File: config.mk
export PLATFORM = sky130hd
export DESIGN_NAME = adc_scan_sequencer_flat
export DESIGN_NICKNAME = d
export VERILOG_FILES = /design/src/rtl/adc_scan_sequencer_if.sv /design/src/rtl/adc_scan_sequencer.sv /design/src/flat_wrapper.sv
export SDC_FILE = /design/constraint.sdc
export NUM_CORES = 1
export LEC_CHECK = 0
export ABC_AREA = 0
export BUFFER_PORTS_ARGS = -buffer_cell sky130_fd_sc_hd__buf_2
export CORE_ASPECT_RATIO = 0.9
export CORE_UTILIZATION = 26
export CTS_BUF_LIST = sky130_fd_sc_hd__clkbuf_2
export CTS_CLUSTER_DIAMETER = 120
export DETAILED_ROUTE_END_ITERATION = 12
export HOLD_SLACK_MARGIN = 0.02
export PLACE_DENSITY = 0.41
export SLEW_MARGIN = 30
export SYNTH_ARGS = -nofsm -noshare
export SYNTH_HDL_FRONTEND = slang
export SYNTH_SLANG_ARGS = --single-unit
File: constraint.sdc
create_clock -name pclk -period 4.45 [get_ports pclk]
set_input_delay 0.2225 -clock pclk [delete_from_list [all_inputs] [get_ports pclk]]
set_output_delay 0.2225 -clock pclk [all_outputs]
set_load 0.01 [all_outputs]
File: src/rtl/adc_scan_sequencer_if.sv
// Sequencer bundle: APB config and commands, ADC macro controls, sample FIFO handshake and status.
interface adc_scan_sequencer_if;
    logic [7:0]  cfg_mask;
    logic        cfg_scan;
    logic [15:0] cfg_round_num;
    logic        cmd_start;
    logic        cmd_abort;
    logic        conv_valid;
    logic [9:0]  conv_data;
    logic        adc_rstb;
    logic        adc_start;
    logic [7:0]  adc_in_sel;
    logic        smp_valid;
    logic        smp_ready;
    logic [12:0] smp_data;
    logic        busy;
    logic        done;
    logic        timeout_err;
    logic [15:0] round_cnt;

    modport master (
        input  cfg_mask, cfg_scan, cfg_round_num, cmd_start, cmd_abort,
        input  conv_valid, conv_data, smp_ready,
        output adc_rstb, adc_start, adc_in_sel, smp_valid, smp_data,
        output busy, done, timeout_err, round_cnt
    );

    modport slave (
        output cfg_mask, cfg_scan, cfg_round_num, cmd_start, cmd_abort,
        output conv_valid, conv_data, smp_ready,
        input  adc_rstb, adc_start, adc_in_sel, smp_valid, smp_data,
        input  busy, done, timeout_err, round_cnt
    );
endinterface

File: src/rtl/adc_scan_sequencer.sv
// Round-counted ADC scan: reset, select, convert and push one tagged sample per enabled channel.
// Outputs are registered decodes of the next state; PUSH holds smp_data until smp_ready with no limit.
module adc_scan_sequencer #(
    parameter int unsigned RST_CYCLES     = 4,
    parameter int unsigned SETTLE_CYCLES  = 8,
    parameter int unsigned TIMEOUT_CYCLES = 256
) (
    input  logic                 pclk,
    input  logic                 prst,
    adc_scan_sequencer_if.master bus
);
    typedef enum logic [2:0] {
        S_IDLE, S_RST, S_SEL, S_CONV, S_PUSH, S_NEXT, S_DONE
    } state_t;

    localparam logic [15:0] RST_LAST    = 16'(RST_CYCLES - 1);
    localparam logic [15:0] SETTLE_LAST = 16'(SETTLE_CYCLES - 1);
    localparam logic [15:0] TMO_LAST    = 16'(TIMEOUT_CYCLES - 1);

    state_t      state, state_nxt;
    logic [15:0] cnt;
    logic [2:0]  ch, ch_nxt;
    logic [7:0]  mask_q;
    logic        scan_q;
    logic [15:0] rounds_q;
    logic [15:0] round_q, round_nxt;
    logic        pend_q, pend_nxt;
    logic        latch, capture, tmo_set;
    logic [7:0]  hi_bits;

    logic        adc_rstb_q, adc_start_q, smp_valid_q, busy_q, done_q, timeout_err_q;
    logic [7:0]  adc_in_sel_q;
    logic [12:0] smp_data_q;

    function automatic logic [2:0] lowest_bit(input logic [7:0] m);
        logic [2:0] r;
        r = 3'd0;
        for (int i = 7; i >= 0; i--) begin
            if (m[i]) r = 3'(i);
        end
        return r;
    endfunction

    // enabled channels strictly above the current pointer
    assign hi_bits = mask_q & (8'hFE << ch);

    always_comb begin
        state_nxt = state;
        ch_nxt    = ch;
        round_nxt = round_q;
        pend_nxt  = pend_q;
        latch     = 1'b0;
        capture   = 1'b0;
        tmo_set   = 1'b0;
        case (state)
            S_IDLE: begin
                if (pend_q) begin
                    pend_nxt  = 1'b0;
                    state_nxt = S_DONE;
                end else if (bus.cmd_start) begin
                    latch     = 1'b1;
                    ch_nxt    = lowest_bit(bus.cfg_mask);
                    round_nxt = 16'd0;
                    // an empty mask still reports completion, one cycle later, without touching the ADC
                    if (bus.cfg_mask == 8'd0) pend_nxt = 1'b1;
                    else                      state_nxt = S_RST;
                end
            end
            S_RST:  if (cnt == RST_LAST)    state_nxt = S_SEL;
            S_SEL:  if (cnt == SETTLE_LAST) state_nxt = S_CONV;
            S_CONV: begin
                if (bus.conv_valid) begin
                    capture   = 1'b1;
                    state_nxt = S_PUSH;
                end else if (cnt == TMO_LAST) begin
                    tmo_set   = 1'b1;
                    state_nxt = S_NEXT;
                end
            end
            S_PUSH: if (bus.smp_ready) state_nxt = S_NEXT;
            S_NEXT: begin
                if (scan_q && hi_bits != 8'd0) begin
                    ch_nxt = lowest_bit(hi_bits);
                end else begin
                    ch_nxt    = scan_q ? lowest_bit(mask_q) : ch;
                    round_nxt = round_q + 16'd1;
                end
                if (rounds_q != 16'd0 && round_nxt == rounds_q) state_nxt = S_DONE;
                else                                            state_nxt = S_SEL;
            end
            S_DONE:  state_nxt = S_IDLE;
            default: state_nxt = S_IDLE;
        endcase
        if (bus.cmd_abort && state != S_IDLE) begin
            state_nxt = S_IDLE;
            ch_nxt    = ch;
            round_nxt = round_q;
            capture   = 1'b0;
            tmo_set   = 1'b0;
        end
    end

    always_ff @(posedge pclk) begin
        if (prst) begin
            state         <= S_IDLE;
            cnt           <= 16'd0;
            ch            <= 3'd0;
            mask_q        <= 8'd0;
            scan_q        <= 1'b0;
            rounds_q      <= 16'd0;
            round_q       <= 16'd0;
            pend_q        <= 1'b0;
            timeout_err_q <= 1'b0;
            smp_data_q    <= 13'd0;
            adc_rstb_q    <= 1'b1;
            adc_start_q   <= 1'b0;
            adc_in_sel_q  <= 8'h80;
            smp_valid_q   <= 1'b0;
            busy_q        <= 1'b0;
            done_q        <= 1'b0;
        end else begin
            state   <= state_nxt;
            cnt     <= (state_nxt != state) ? 16'd0 : cnt + 16'd1;
            ch      <= ch_nxt;
            round_q <= round_nxt;
            pend_q  <= pend_nxt;
            if (latch) begin
                mask_q        <= bus.cfg_mask;
                scan_q        <= bus.cfg_scan;
                rounds_q      <= bus.cfg_round_num;
                timeout_err_q <= 1'b0;
            end else if (tmo_set) begin
                timeout_err_q <= 1'b1;
            end
            if (capture) smp_data_q <= {ch, bus.conv_data};
            adc_rstb_q  <= (state_nxt != S_RST);
            adc_start_q <= (state_nxt == S_CONV);
            smp_valid_q <= (state_nxt == S_PUSH);
            busy_q      <= (state_nxt != S_IDLE);
            done_q      <= (state_nxt == S_DONE);
            if (state_nxt inside {S_SEL, S_CONV, S_PUSH, S_NEXT}) adc_in_sel_q <= 8'd1 << ch_nxt;
            else                                                  adc_in_sel_q <= 8'h80;
        end
    end

    assign bus.adc_rstb    = adc_rstb_q;
    assign bus.adc_start   = adc_start_q;
    assign bus.adc_in_sel  = adc_in_sel_q;
    assign bus.smp_valid   = smp_valid_q;
    assign bus.smp_data    = smp_data_q;
    assign bus.busy        = busy_q;
    assign bus.done        = done_q;
    assign bus.timeout_err = timeout_err_q;
    assign bus.round_cnt   = round_q;
endmodule
File: src/flat_wrapper.sv
// flat-port wrapper written by rule: the top's interface ports become plain ports
module adc_scan_sequencer_flat 
#(
    parameter int unsigned RST_CYCLES     = 4,
    parameter int unsigned SETTLE_CYCLES  = 8,
    parameter int unsigned TIMEOUT_CYCLES = 256
)
  (pclk, prst, bus_cfg_mask, bus_cfg_scan, bus_cfg_round_num, bus_cmd_start, bus_cmd_abort, bus_conv_valid, bus_conv_data, bus_smp_ready, bus_adc_rstb, bus_adc_start, bus_adc_in_sel, bus_smp_valid, bus_smp_data, bus_busy, bus_done, bus_timeout_err, bus_round_cnt);
  adc_scan_sequencer_if bus_i ();
  input  logic pclk;
  input  logic prst;
  input wire logic [$bits(bus_i.cfg_mask)-1:0] bus_cfg_mask;
  input wire logic [$bits(bus_i.cfg_scan)-1:0] bus_cfg_scan;
  input wire logic [$bits(bus_i.cfg_round_num)-1:0] bus_cfg_round_num;
  input wire logic [$bits(bus_i.cmd_start)-1:0] bus_cmd_start;
  input wire logic [$bits(bus_i.cmd_abort)-1:0] bus_cmd_abort;
  input wire logic [$bits(bus_i.conv_valid)-1:0] bus_conv_valid;
  input wire logic [$bits(bus_i.conv_data)-1:0] bus_conv_data;
  input wire logic [$bits(bus_i.smp_ready)-1:0] bus_smp_ready;
  output wire logic [$bits(bus_i.adc_rstb)-1:0] bus_adc_rstb;
  output wire logic [$bits(bus_i.adc_start)-1:0] bus_adc_start;
  output wire logic [$bits(bus_i.adc_in_sel)-1:0] bus_adc_in_sel;
  output wire logic [$bits(bus_i.smp_valid)-1:0] bus_smp_valid;
  output wire logic [$bits(bus_i.smp_data)-1:0] bus_smp_data;
  output wire logic [$bits(bus_i.busy)-1:0] bus_busy;
  output wire logic [$bits(bus_i.done)-1:0] bus_done;
  output wire logic [$bits(bus_i.timeout_err)-1:0] bus_timeout_err;
  output wire logic [$bits(bus_i.round_cnt)-1:0] bus_round_cnt;
  assign bus_i.cfg_mask = bus_cfg_mask;
  assign bus_i.cfg_scan = bus_cfg_scan;
  assign bus_i.cfg_round_num = bus_cfg_round_num;
  assign bus_i.cmd_start = bus_cmd_start;
  assign bus_i.cmd_abort = bus_cmd_abort;
  assign bus_i.conv_valid = bus_conv_valid;
  assign bus_i.conv_data = bus_conv_data;
  assign bus_i.smp_ready = bus_smp_ready;
  assign bus_adc_rstb = bus_i.adc_rstb;
  assign bus_adc_start = bus_i.adc_start;
  assign bus_adc_in_sel = bus_i.adc_in_sel;
  assign bus_smp_valid = bus_i.smp_valid;
  assign bus_smp_data = bus_i.smp_data;
  assign bus_busy = bus_i.busy;
  assign bus_done = bus_i.done;
  assign bus_timeout_err = bus_i.timeout_err;
  assign bus_round_cnt = bus_i.round_cnt;
  adc_scan_sequencer #(.RST_CYCLES(RST_CYCLES), .SETTLE_CYCLES(SETTLE_CYCLES), .TIMEOUT_CYCLES(TIMEOUT_CYCLES)) u_core (.pclk(pclk), .prst(prst), .bus(bus_i));
endmodule
==> flow_metrics.env, run 1 <==
export IMPL_dp_hpwl_mm=10.7
export IMPL_nFillCells=1993
export IMPL_rows=47
export IMPL_fin_tns_setup_ns=0
export IMPL_core_mm2=0.0184
export IMPL_via_per_inst=4.95
export IMPL_grt_usage=0.157
export IMPL_cts_root_buf="clkbuf_2"
export IMPL_antenna_found_initial=1
export IMPL_required_ns=5.03
export IMPL_fin_crit_sh=0.705
export IMPL_crit_path_end_kind="flip-flop"
export IMPL_port_buffers=83
export IMPL_synth_edf_count=0
export IMPL_rsz0062_at_grt="no"
export IMPL_total_power_w=0.00161
export IMPL_syn_avg_cell_area_um2=7.89
export IMPL_grt_pass1_wl_mm=24.2
export IMPL_cp_arrival_ns=3.72
export IMPL_fin_crit_ns=3.14
export IMPL_grt_max_degree=62
export IMPL_clkTransAtPathRegs_ns=0.28
export IMPL_max_cap_viol_count=0
export IMPL_power_density_mw_per_mm2=269
export IMPL_placed_cells=919
export IMPL_clockBufferDepth=2
export IMPL_ioPinCount=84
export IMPL_hold_viol=0
export IMPL_slew_headroom=0.458
export IMPL_fin_cells=974
export IMPL_ys_types=74
export IMPL_ys_seq_area_frac=0.373
export IMPL_status="finished clean"
export IMPL_drive_gt1_frac=0.172
export IMPL_register_area_mm2=0.00182
export IMPL_pre_cts_ws_ns=1.40
export IMPL_route_detailed_drc=0
export IMPL_cts_repair_resized=0
export IMPL_cts_setup_buffers=0
export IMPL_die_h_um=132
export IMPL_hold_worst_slack_ns=0.171
export IMPL_peakVddDrop_uv=100
export IMPL_synth_area_mm2=0.00488
export IMPL_grt_pass1_vias=4585
export IMPL_cts_sinks=91
export IMPL_dr_total_vias=4819
export IMPL_die_width_um=146
export IMPL_critPathKind="flip-flop to flip-flop"
export IMPL_skew_ns=0.0490
export IMPL_numCtsBuffers=9
export IMPL_max_freq_mhz=319
export IMPL_tightest_slew_ns=0.809
export IMPL_slew_violations=0
export IMPL_fin_nets=766
export IMPL_synth_top_area_cell="dfxtp_1"
export IMPL_yosysWarnings=0
export IMPL_wl_per_cell_um=15.2
export IMPL_ys_flop_type="dfxtp_1"
export IMPL_cts_htree_levels=3
export IMPL_firstDrtPassIters=5
export IMPL_drtIter0Drc=408
export IMPL_crit_fanout=19
export IMPL_start_util=0.265
export IMPL_grt_overflow=0
export IMPL_synth_top_area_frac=0.373
export IMPL_ant_nets=0
export IMPL_synth_area_leaders="dfxtp_1 37%, nor2_1 6.8%, nand2_1 6.7%, a21oi_1 4.3%, mux2i_1 3.3%"
export IMPL_area_growth_pct=22.8
export IMPL_hold_class="input port to flip-flop"
export IMPL_place_gp_congestion=0.814
export IMPL_multi_input_area_mm2=0.00284
export IMPL_postCtsHoldBufs=38
export IMPL_async_flop_share=0
export IMPL_synthesis_instances=619
export IMPL_tritoncts="done"
export IMPL_synthesis_nets=662
export IMPL_cellLeakagePower_nw=2.27
export IMPL_setup_ws_ns=1.31
export IMPL_die_area_mm2=0.0193
export IMPL_ys_seq_elements=91
export IMPL_worstSetupStartpointType="flip-flop"
export IMPL_clock_latency_ns=0.62
export IMPL_routed_wirelength_mm=14.8
export IMPL_setup_viol=0
==> sequential cells by signal, summed over array words and instances, names as in the netlist <==
signal / count
u_core.bus.adc_in_sel: 8
u_core.pend_q: 1
u_core.state: 3
u_core.bus.adc_start: 1
u_core.scan_q: 1
u_core.bus.busy: 1
u_core.bus.smp_data: 13
u_core.bus.round_cnt: 16
u_core.rounds_q: 16
u_core.bus.done: 1
u_core.ch: 3
u_core.bus.timeout_err: 1
u_core.mask_q: 8
u_core.bus.adc_rstb: 1
u_core.bus.smp_valid: 1
u_core.cnt: 16
==> cell usage after synthesis, types with 5 or more instances <==
| master | instances |
|---|---|
| and2_1 | 6 |
| nand4_1 | 8 |
| o21ai_0 | 23 |
| inv_1 | 10 |
| nand3b_1 | 7 |
| nor3_1 | 9 |
| buf_4 | 5 |
| nand3_1 | 25 |
| clkbuf_1 | 20 |
| a311oi_1 | 8 |
| o22ai_1 | 7 |
| nor4_1 | 12 |
| mux2i_1 | 16 |
| dfxtp_1 | 91 |
| a21oi_1 | 42 |
| buf_6 | 5 |
| o21a_1 | 5 |
| nand2_1 | 87 |
| nor2b_1 | 5 |
| a31oi_1 | 11 |
| nor2_1 | 89 |
| and3_1 | 5 |
| xor2_1 | 18 |
| xnor2_1 | 16 |
==> path summary, 6_finish.rpt <==
| kind | cells after the start | endpoint | slack, ns | startpoint |
|---|---|---|---|---|
| setup / recovery | 8 | u_core.bus.done | 1.31 | u_core.ch[0] |
| hold / removal | 5 | u_core.bus.round_cnt[9] | 0.17 | bus_cmd_abort |
| setup reg to reg | 8 | u_core.bus.done | 1.31 | u_core.ch[0] |
| hold reg to reg | 2 | u_core.mask_q[0] | 0.50 | u_core.mask_q[0] |
==> placed cells by master, fill, tap and decap left out, drive strengths merged, types with 7 or more instances in the layout <==
master / synthesis / layout
inv: 10 / 12
dfxtp: 91 / 91
nor2: 91 / 91
a311oi: 8 / 8
xnor2: 16 / 16
nand2: 87 / 87
dlygate4sd3: 0 / 38
mux2i: 16 / 16
nor4: 13 / 13
clkbuf: 20 / 9
a31oi: 11 / 11
a21oi: 42 / 42
nand3b: 7 / 7
buf: 15 / 90
o22ai: 7 / 7
nand4: 8 / 8
nor3: 9 / 9
nand3: 25 / 25
o21ai: 27 / 27
xor2: 18 / 18
==> layer usage <==
metal | track usage | share of wire
met5 | 0 | 0
met4 | 0.0434 | 0.013
met3 | 0.0356 | 0.046
met2 | 0.238 | 0.43
met1 | 0.221 | 0.52
==> kinds of logic (layout without fill, tap and decap cells) <==
family,after synthesis,count (layout),synth area share
AO/OA/AOI/OAI,142,142,0.194
XOR/XNOR,34,34,0.0610
adder cells (fa/ha/maj),2,2,0.00512
buffers and inverters,45,154,0.0466
flip-flops,91,91,0.373
multiplexers,16,16,0.0328
other,0,1,0
AND/OR/NAND/NOR,289,289,0.287
==> critical path: stages, from the launching register on <==
cell and delay, ns:
dfxtp_1 0.58, nor2b_1 0.10, o21a_4 0.21, o41a_1 0.69, or3_1 0.56, mux2i_1 0.17
a2111o_1 0.36, nor2_4 0.24, a31o_1 0.17
==> power by group <==
part	internal, W	switching (W)	total (W)
Combinational	0.000105	0.000141	0.000246
Sequential	0.000840	0.0000296	0.000869
Clock	0.000190	0.000310	0.000500
Total	0.00113	0.000481	0.00161
==> through the flow <==
stage	util	cell area (µm²)
finish	0.326	6000
global placement	0.297	5470
detailed placement	0.297	5470
CTS	0.326	6000
floorplan	-	4880
global route	0.326	6000
==> cell type report <==
class,instances,area share
multi-input combinational,483,0.473
sequential,91,0.304
timing repair buffer,128,0.141
tap,245,0.0511
clock inverter,7,0.0165
clock buffer,9,0.00751
inverter,10,0.00626
antenna,1,0.000417
Power figures use the tool's default switching activity.
==> inputs of run 2 (changes only) <==
--- a/config.mk
+++ b/config.mk
@@ -13,7 +13,7 @@
 export CTS_CLUSTER_DIAMETER = 120
 export DETAILED_ROUTE_END_ITERATION = 12
 export HOLD_SLACK_MARGIN = 0.02
-export PLACE_DENSITY = 0.41
+export PLACE_DENSITY = 0.43
 export SLEW_MARGIN = 30
 export SYNTH_ARGS = -nofsm -noshare
 export SYNTH_HDL_FRONTEND = slang
==> constraint.sdc (replaced) <==
create_clock -name pclk -period 2.5 [get_ports pclk]
set_input_delay 0.125 -clock pclk [delete_from_list [all_inputs] [get_ports pclk]]
set_output_delay 0.125 -clock pclk [all_outputs]
set_load 0.01 [all_outputs]
==> flow_metrics.env, run 2 (synthesis gave the netlist of run 1 again) <==
export IMPL_dp_hpwl_mm=11.9
export IMPL_p_seq_frac=0.555
export IMPL_dr_total_vias=5114
export IMPL_ant_nets=0
export IMPL_worstSetupStartpointType="flip-flop"
export IMPL_crit_chain="nor2b_4 > o21a_4 > o41a_1 > buf_6 > nand2_1 > o221ai_1 > or4_4 > nor2_4 > a31o_1"
export IMPL_skew_ns=0.0311
export IMPL_numCtsBuffers=9
export IMPL_crit_path_top_delay_cell="or4_4"
export IMPL_cts_sinks=91
export IMPL_grt_overflow=0
export IMPL_rsz0062_at_grt="yes"
export IMPL_fin_nets=848
export IMPL_firstDrtPassIters=5
export IMPL_drtIter0Drc=285
export IMPL_grt_pass1_vias=4964
export IMPL_post_route_cell_area_mm2=0.00675
export IMPL_topRoutingLayerUsed="met4"
export IMPL_cellLeakagePower_nw=2.70
export IMPL_grt_usage=0.168
export IMPL_cts_htree_levels=3
export IMPL_holdPathStages=5
export IMPL_internal_power_w=0.00190
export IMPL_grt_pass1_wl_mm=25.7
export IMPL_area_growth_pct=38.1
export IMPL_port_buffers=83
export IMPL_hold_class="input port to flip-flop"
export IMPL_fin_crit_ns=2.61
export IMPL_tritoncts="done"
export IMPL_utilization=0.367
export IMPL_rows=47
export IMPL_p_sw_w=0.000864
export IMPL_slew_headroom=0.534
export IMPL_ioPinCount=84
export IMPL_reg2regPathDepth=9
export IMPL_clock_latency_ns=0.61
export IMPL_via_per_inst=4.84
export IMPL_most_common_layout_cells="87 x nor2_1, 87 x nand2_1, 85 x buf_4"
export IMPL_drive_gt1_frac=0.288
export IMPL_clockBufferDepth=2
export IMPL_crit_fanout=8
export IMPL_die_area_mm2=0.0193
export IMPL_power_frac_comb=0.205
export IMPL_clockPowerShare=0.240
export IMPL_wl_met2_mm=6.72
export IMPL_fin_crit_sh=1.05
export IMPL_setup_viol=11
export IMPL_die_width_um=146
export IMPL_cp_arrival_ns=3.18
export IMPL_route_detailed_drc=0
export IMPL_swShare=0.313
export IMPL_start_util=0.265
export IMPL_fin_tns_setup_ns=-0.967
export IMPL_post_dp_cell_area_mm2=0.00604
export IMPL_place_gp_congestion=0.889
export IMPL_violations="negative setup slack"
export IMPL_crit_path_end_kind="flip-flop"
export IMPL_nFillCells=1947
export IMPL_wl_per_cell_um=14.9
export IMPL_peakVddDrop_uv=161
export IMPL_grt_max_degree=61
export IMPL_max_cap_viol_count=0
export IMPL_core_mm2=0.0184
export IMPL_clkTransAtPathRegs_ns=0.24
export IMPL_cts_root_buf="clkbuf_2"
export IMPL_power_density_mw_per_mm2=410
export IMPL_tightest_slew_ns=0.700
export IMPL_max_freq_mhz=383
export IMPL_slew_violations=0
export IMPL_status="finished with violations"
export IMPL_hold_viol=0
export IMPL_antenna_found_initial=1
export IMPL_slowest_delay_ns=0.58
export IMPL_required_ns=3.06
export IMPL_setup_ws_ns=-0.113
export IMPL_met3_length_um=723
export IMPL_pre_cts_ws_ns=-0.211
export IMPL_routed_wirelength_mm=15.7
export IMPL_hold_worst_slack_ns=0.130
export IMPL_die_h_um=132
export IMPL_met1Wirelength_mm=8.01
export IMPL_critPathKind="flip-flop to flip-flop"
-- run 2: changes by cell type in the layout (fill, tap and decap cells not counted), sizes merged --
cell and delta:
clkbuf +1, bufinv -2, buf +80, clkinv +3, inv -2, dlygate4sd3 +2
-- run 2: per-layer routing --
| metal | vias up | global-route usage |
|---|---|---|
| met1 | 2393 | 0.235 |
| met4 | 0 | 0.0527 |
| met3 | 17 | 0.0384 |
| li1 | 2578 | - |
| met2 | 126 | 0.254 |
| met5 | - | 0 |
-- run 2: area by class of cell --
| type | instances | area, µm² | area share |
|---|---|---|---|
| well taps | 245 | 307 | 0.0454 |
| clock buffers | 10 | 50.0 | 0.00742 |
| diodes | 1 | 2.50 | 0.000371 |
| repair buffers | 210 | 1480 | 0.219 |
| clock inverters | 6 | 42.5 | 0.00631 |
| inverters | 10 | 37.5 | 0.00556 |
| multi-input cells | 483 | 2990 | 0.444 |
| flip-flops and latches | 91 | 1840 | 0.272 |
-- run 2: timing repair --
action / in CTS / in global routing
buffers inserted: 5 / 2
pin swaps: 13 / 5
hold buffers: 40 / 0
resized for setup: 16 / 22
hold endpoints to repair: 44 / 0
endpoints found under the setup margin: 28 / 30
-- run 2: critical path, delay by kind of cell, from the launching register on --
kind	cells	cell delay, ns
compound gates	4	1.03
buf+inv	1	0.20
flops	1	0.45
simple gates	4	0.91
-- run 2: path summary, 6_finish.rpt --
kind | from | to | slack, ns
worst max-delay path | u_core.ch[0] | u_core.bus.done | -0.11
worst min-delay path | bus_cmd_abort | u_core.bus.round_cnt[9] | 0.13
worst max register to register | u_core.ch[0] | u_core.bus.done | -0.11
worst min register to register | u_core.rounds_q[5] | u_core.rounds_q[5] | 0.51
-- run 2: per-stage QoR --
| step | total power (W) | std cells |
|---|---|---|
| after CTS | 0.00280 | 1053 |
| after detailed placement | 0.00205 | 992 |
| final | 0.00277 | 1056 |
| after global routing | 0.00294 | 1056 |
| after global placement | 0.00205 | 992 |
| after floorplan | 0.00184 | 619 |
-- run 2: power groups by stage --
stage          clock, W  sequential, W  combinational (W)
2_1_floorplan         0        0.00155           0.000285
3_3_place_gp          0        0.00156           0.000486
3_5_place_dp          0        0.00156           0.000486
4_1_cts        0.000716        0.00153           0.000546
5_1_grt        0.000768        0.00154           0.000625
6_report       0.000662        0.00154           0.000567
==> inputs of run 3 (changes only) <==
--- a/config.mk
+++ b/config.mk
@@ -9,7 +9,7 @@
 export BUFFER_PORTS_ARGS = -buffer_cell sky130_fd_sc_hd__buf_2
 export CORE_ASPECT_RATIO = 0.9
 export CORE_UTILIZATION = 26
-export CTS_BUF_LIST = sky130_fd_sc_hd__clkbuf_2
+export CTS_BUF_LIST = sky130_fd_sc_hd__clkbuf_4
 export CTS_CLUSTER_DIAMETER = 120
 export DETAILED_ROUTE_END_ITERATION = 12
 export HOLD_SLACK_MARGIN = 0.02
==> flow_metrics.env, run 3 (synthesis gave the netlist of run 1 again) <==
export IMPL_grt_pass1_vias=4943
export IMPL_clkTransAtPathRegs_ns=0.14
export IMPL_setup_ws_ns=-0.107
export IMPL_power_frac_comb=0.200
export IMPL_numCtsBuffers=9
export IMPL_hold_class="input port to flip-flop"
export IMPL_rows=47
export IMPL_regToRegEndpoint="u_core.bus.adc_in_sel[6]"
export IMPL_cts_htree_levels=3
export IMPL_power_density_mw_per_mm2=420
export IMPL_rsz0062_at_grt="yes"
export IMPL_p_seq_frac=0.539
export IMPL_tightest_slew_ns=0.689
export IMPL_grt_overflow=0
export IMPL_routed_wirelength_mm=15.6
export IMPL_final_common_cell="nor2_1"
export IMPL_clockBufferDepth=2
export IMPL_ant_nets=0
export IMPL_slew_violations=0
export IMPL_port_buffers=83
export IMPL_holdPathStages=5
export IMPL_skew_ns=0.0167
export IMPL_die_h_um=132
export IMPL_clock_latency_ns=0.48
export IMPL_fin_tns_setup_ns=-0.911
export IMPL_crit_path_end_kind="flip-flop"
export IMPL_status="finished with violations"
export IMPL_violations="negative setup slack"
export IMPL_hold_viol=0
export IMPL_area_growth_pct=38.4
export IMPL_timing_rr_start="u_core.ch[0]"
export IMPL_hold_worst_slack_ns=0.198
export IMPL_crit_fanout=8
export IMPL_crit_start="u_core.ch[0]"
export IMPL_route_detailed_drc=0
export IMPL_antenna_found_initial=1
export IMPL_holdPathEnd="u_core.bus.smp_valid"
export IMPL_peakVddDrop_uv=196
export IMPL_critPathKind="flip-flop to flip-flop"
export IMPL_setup_viol=11
export IMPL_fin_nets=847
export IMPL_wl_per_cell_um=14.8
export IMPL_grt_max_degree=61
export IMPL_cts_root_buf="clkbuf_4"
export IMPL_max_cap_viol_count=0
export IMPL_core_mm2=0.0184
export IMPL_grt_pass1_wl_mm=25.7
export IMPL_tritoncts="done"
export IMPL_place_gp_congestion=0.889
export IMPL_die_area_mm2=0.0193
export IMPL_min_from="bus_smp_ready"
export IMPL_worstSetupStartpointType="flip-flop"
export IMPL_swShare=0.303
export IMPL_p_sw_w=0.000860
export IMPL_start_util=0.265
export IMPL_via_per_inst=4.85
export IMPL_internal_power_w=0.00198
export IMPL_firstDrtPassIters=5
export IMPL_drive_gt1_frac=0.282
export IMPL_cp_arrival_ns=2.96
export IMPL_cts_sinks=91
export IMPL_clockPowerShare=0.261
export IMPL_reg2regPathDepth=9
export IMPL_fin_crit_sh=1.04
export IMPL_die_width_um=146
export IMPL_drtIter0Drc=283
export IMPL_most_common_layout_cells="88 x nor2_1, 87 x nand2_1, 84 x dfxtp_1"
export IMPL_reg2reg_slack_ns=-0.11
export IMPL_ioPinCount=84
export IMPL_fin_crit_ns=2.61
export IMPL_dr_total_vias=5121
export IMPL_dp_hpwl_mm=11.9
export IMPL_utilization=0.367
export IMPL_cellLeakagePower_nw=2.70
export IMPL_required_ns=2.85
export IMPL_slew_headroom=0.541
export IMPL_grt_usage=0.168
export IMPL_max_freq_mhz=384
run 3: how the worst max path moves through the flow:
stage	end	slack, ns	depth (start not counted)
2_1_floorplan	u_core.bus.adc_in_sel[6]	-0.07	11
3_3_place_gp	u_core.bus.adc_in_sel[6]	-0.16	8
3_5_place_dp	u_core.bus.adc_in_sel[6]	-0.21	8
4_1_cts	u_core.bus.done	-0.09	7
5_1_grt	u_core.bus.adc_in_sel[6]	-0.20	8
6_report	u_core.bus.adc_in_sel[6]	-0.11	9
run 3: per-stage QoR:
step,worst slack [ns],std cells,instance area (µm²),total power (W)
floorplan,-0.0731,619,4900,0.00184
global placement,-0.162,992,6040,0.00205
detailed placement,-0.211,992,6040,0.00205
CTS,-0.0859,1051,6640,0.00287
global route,-0.201,1055,6760,0.00301
finish,-0.107,1055,6760,0.00284
run 3: power groups by stage:
stage	Sequential, W	Clock, W	Combinational [W]
6_report	0.00153	0.000740	0.000567
5_1_grt	0.00154	0.000845	0.000626
4_1_cts	0.00153	0.000792	0.000548
3_5_place_dp	0.00156	0	0.000486
3_3_place_gp	0.00156	0	0.000486
2_1_floorplan	0.00155	0	0.000285
run 3: layout make-up:
cell class / count / area [µm²]
fill: 1933 / 11600
inverter: 10 / 37.5
timing repair buffer: 209 / 1480
tap: 245 / 307
antenna: 1 / 2.50
clock buffer: 10 / 75.1
sequential: 91 / 1840
clock inverter: 6 / 42.5
multi-input combinational: 483 / 2980
run 3: layer usage:
| layer | GRT usage | part of all wire | vias to the layer above |
|---|---|---|---|
| met1 | 0.234 | 0.50 | 2375 |
| li1 | - | - | 2580 |
| met3 | 0.0398 | 0.059 | 19 |
| met5 | 0 | 0 | - |
| met2 | 0.252 | 0.42 | 147 |
| met4 | 0.0538 | 0.016 | 0 |
run 3: critical path, stage by stage, from the launching register on:
cell and delay, ns:
dfxtp_4 0.42, nor2b_4 0.05, o21a_4 0.19, o41a_1 0.55
buf_6 0.20, nand2_1 0.06, o221ai_1 0.10, or4_4 0.57
nor2_4 0.23, o32ai_1 0.12
run 3: timing repair:
| item | 4_1_cts | 5_1_grt |
|---|---|---|
| gates resized for setup | 12 | 22 |
| endpoints found under the hold margin | 38 | 0 |
| endpoints found under the setup margin | 28 | 29 |
| pin swaps | 13 | 12 |
| buffers inserted | 4 | 3 |
| hold buffers | 39 | 0 |
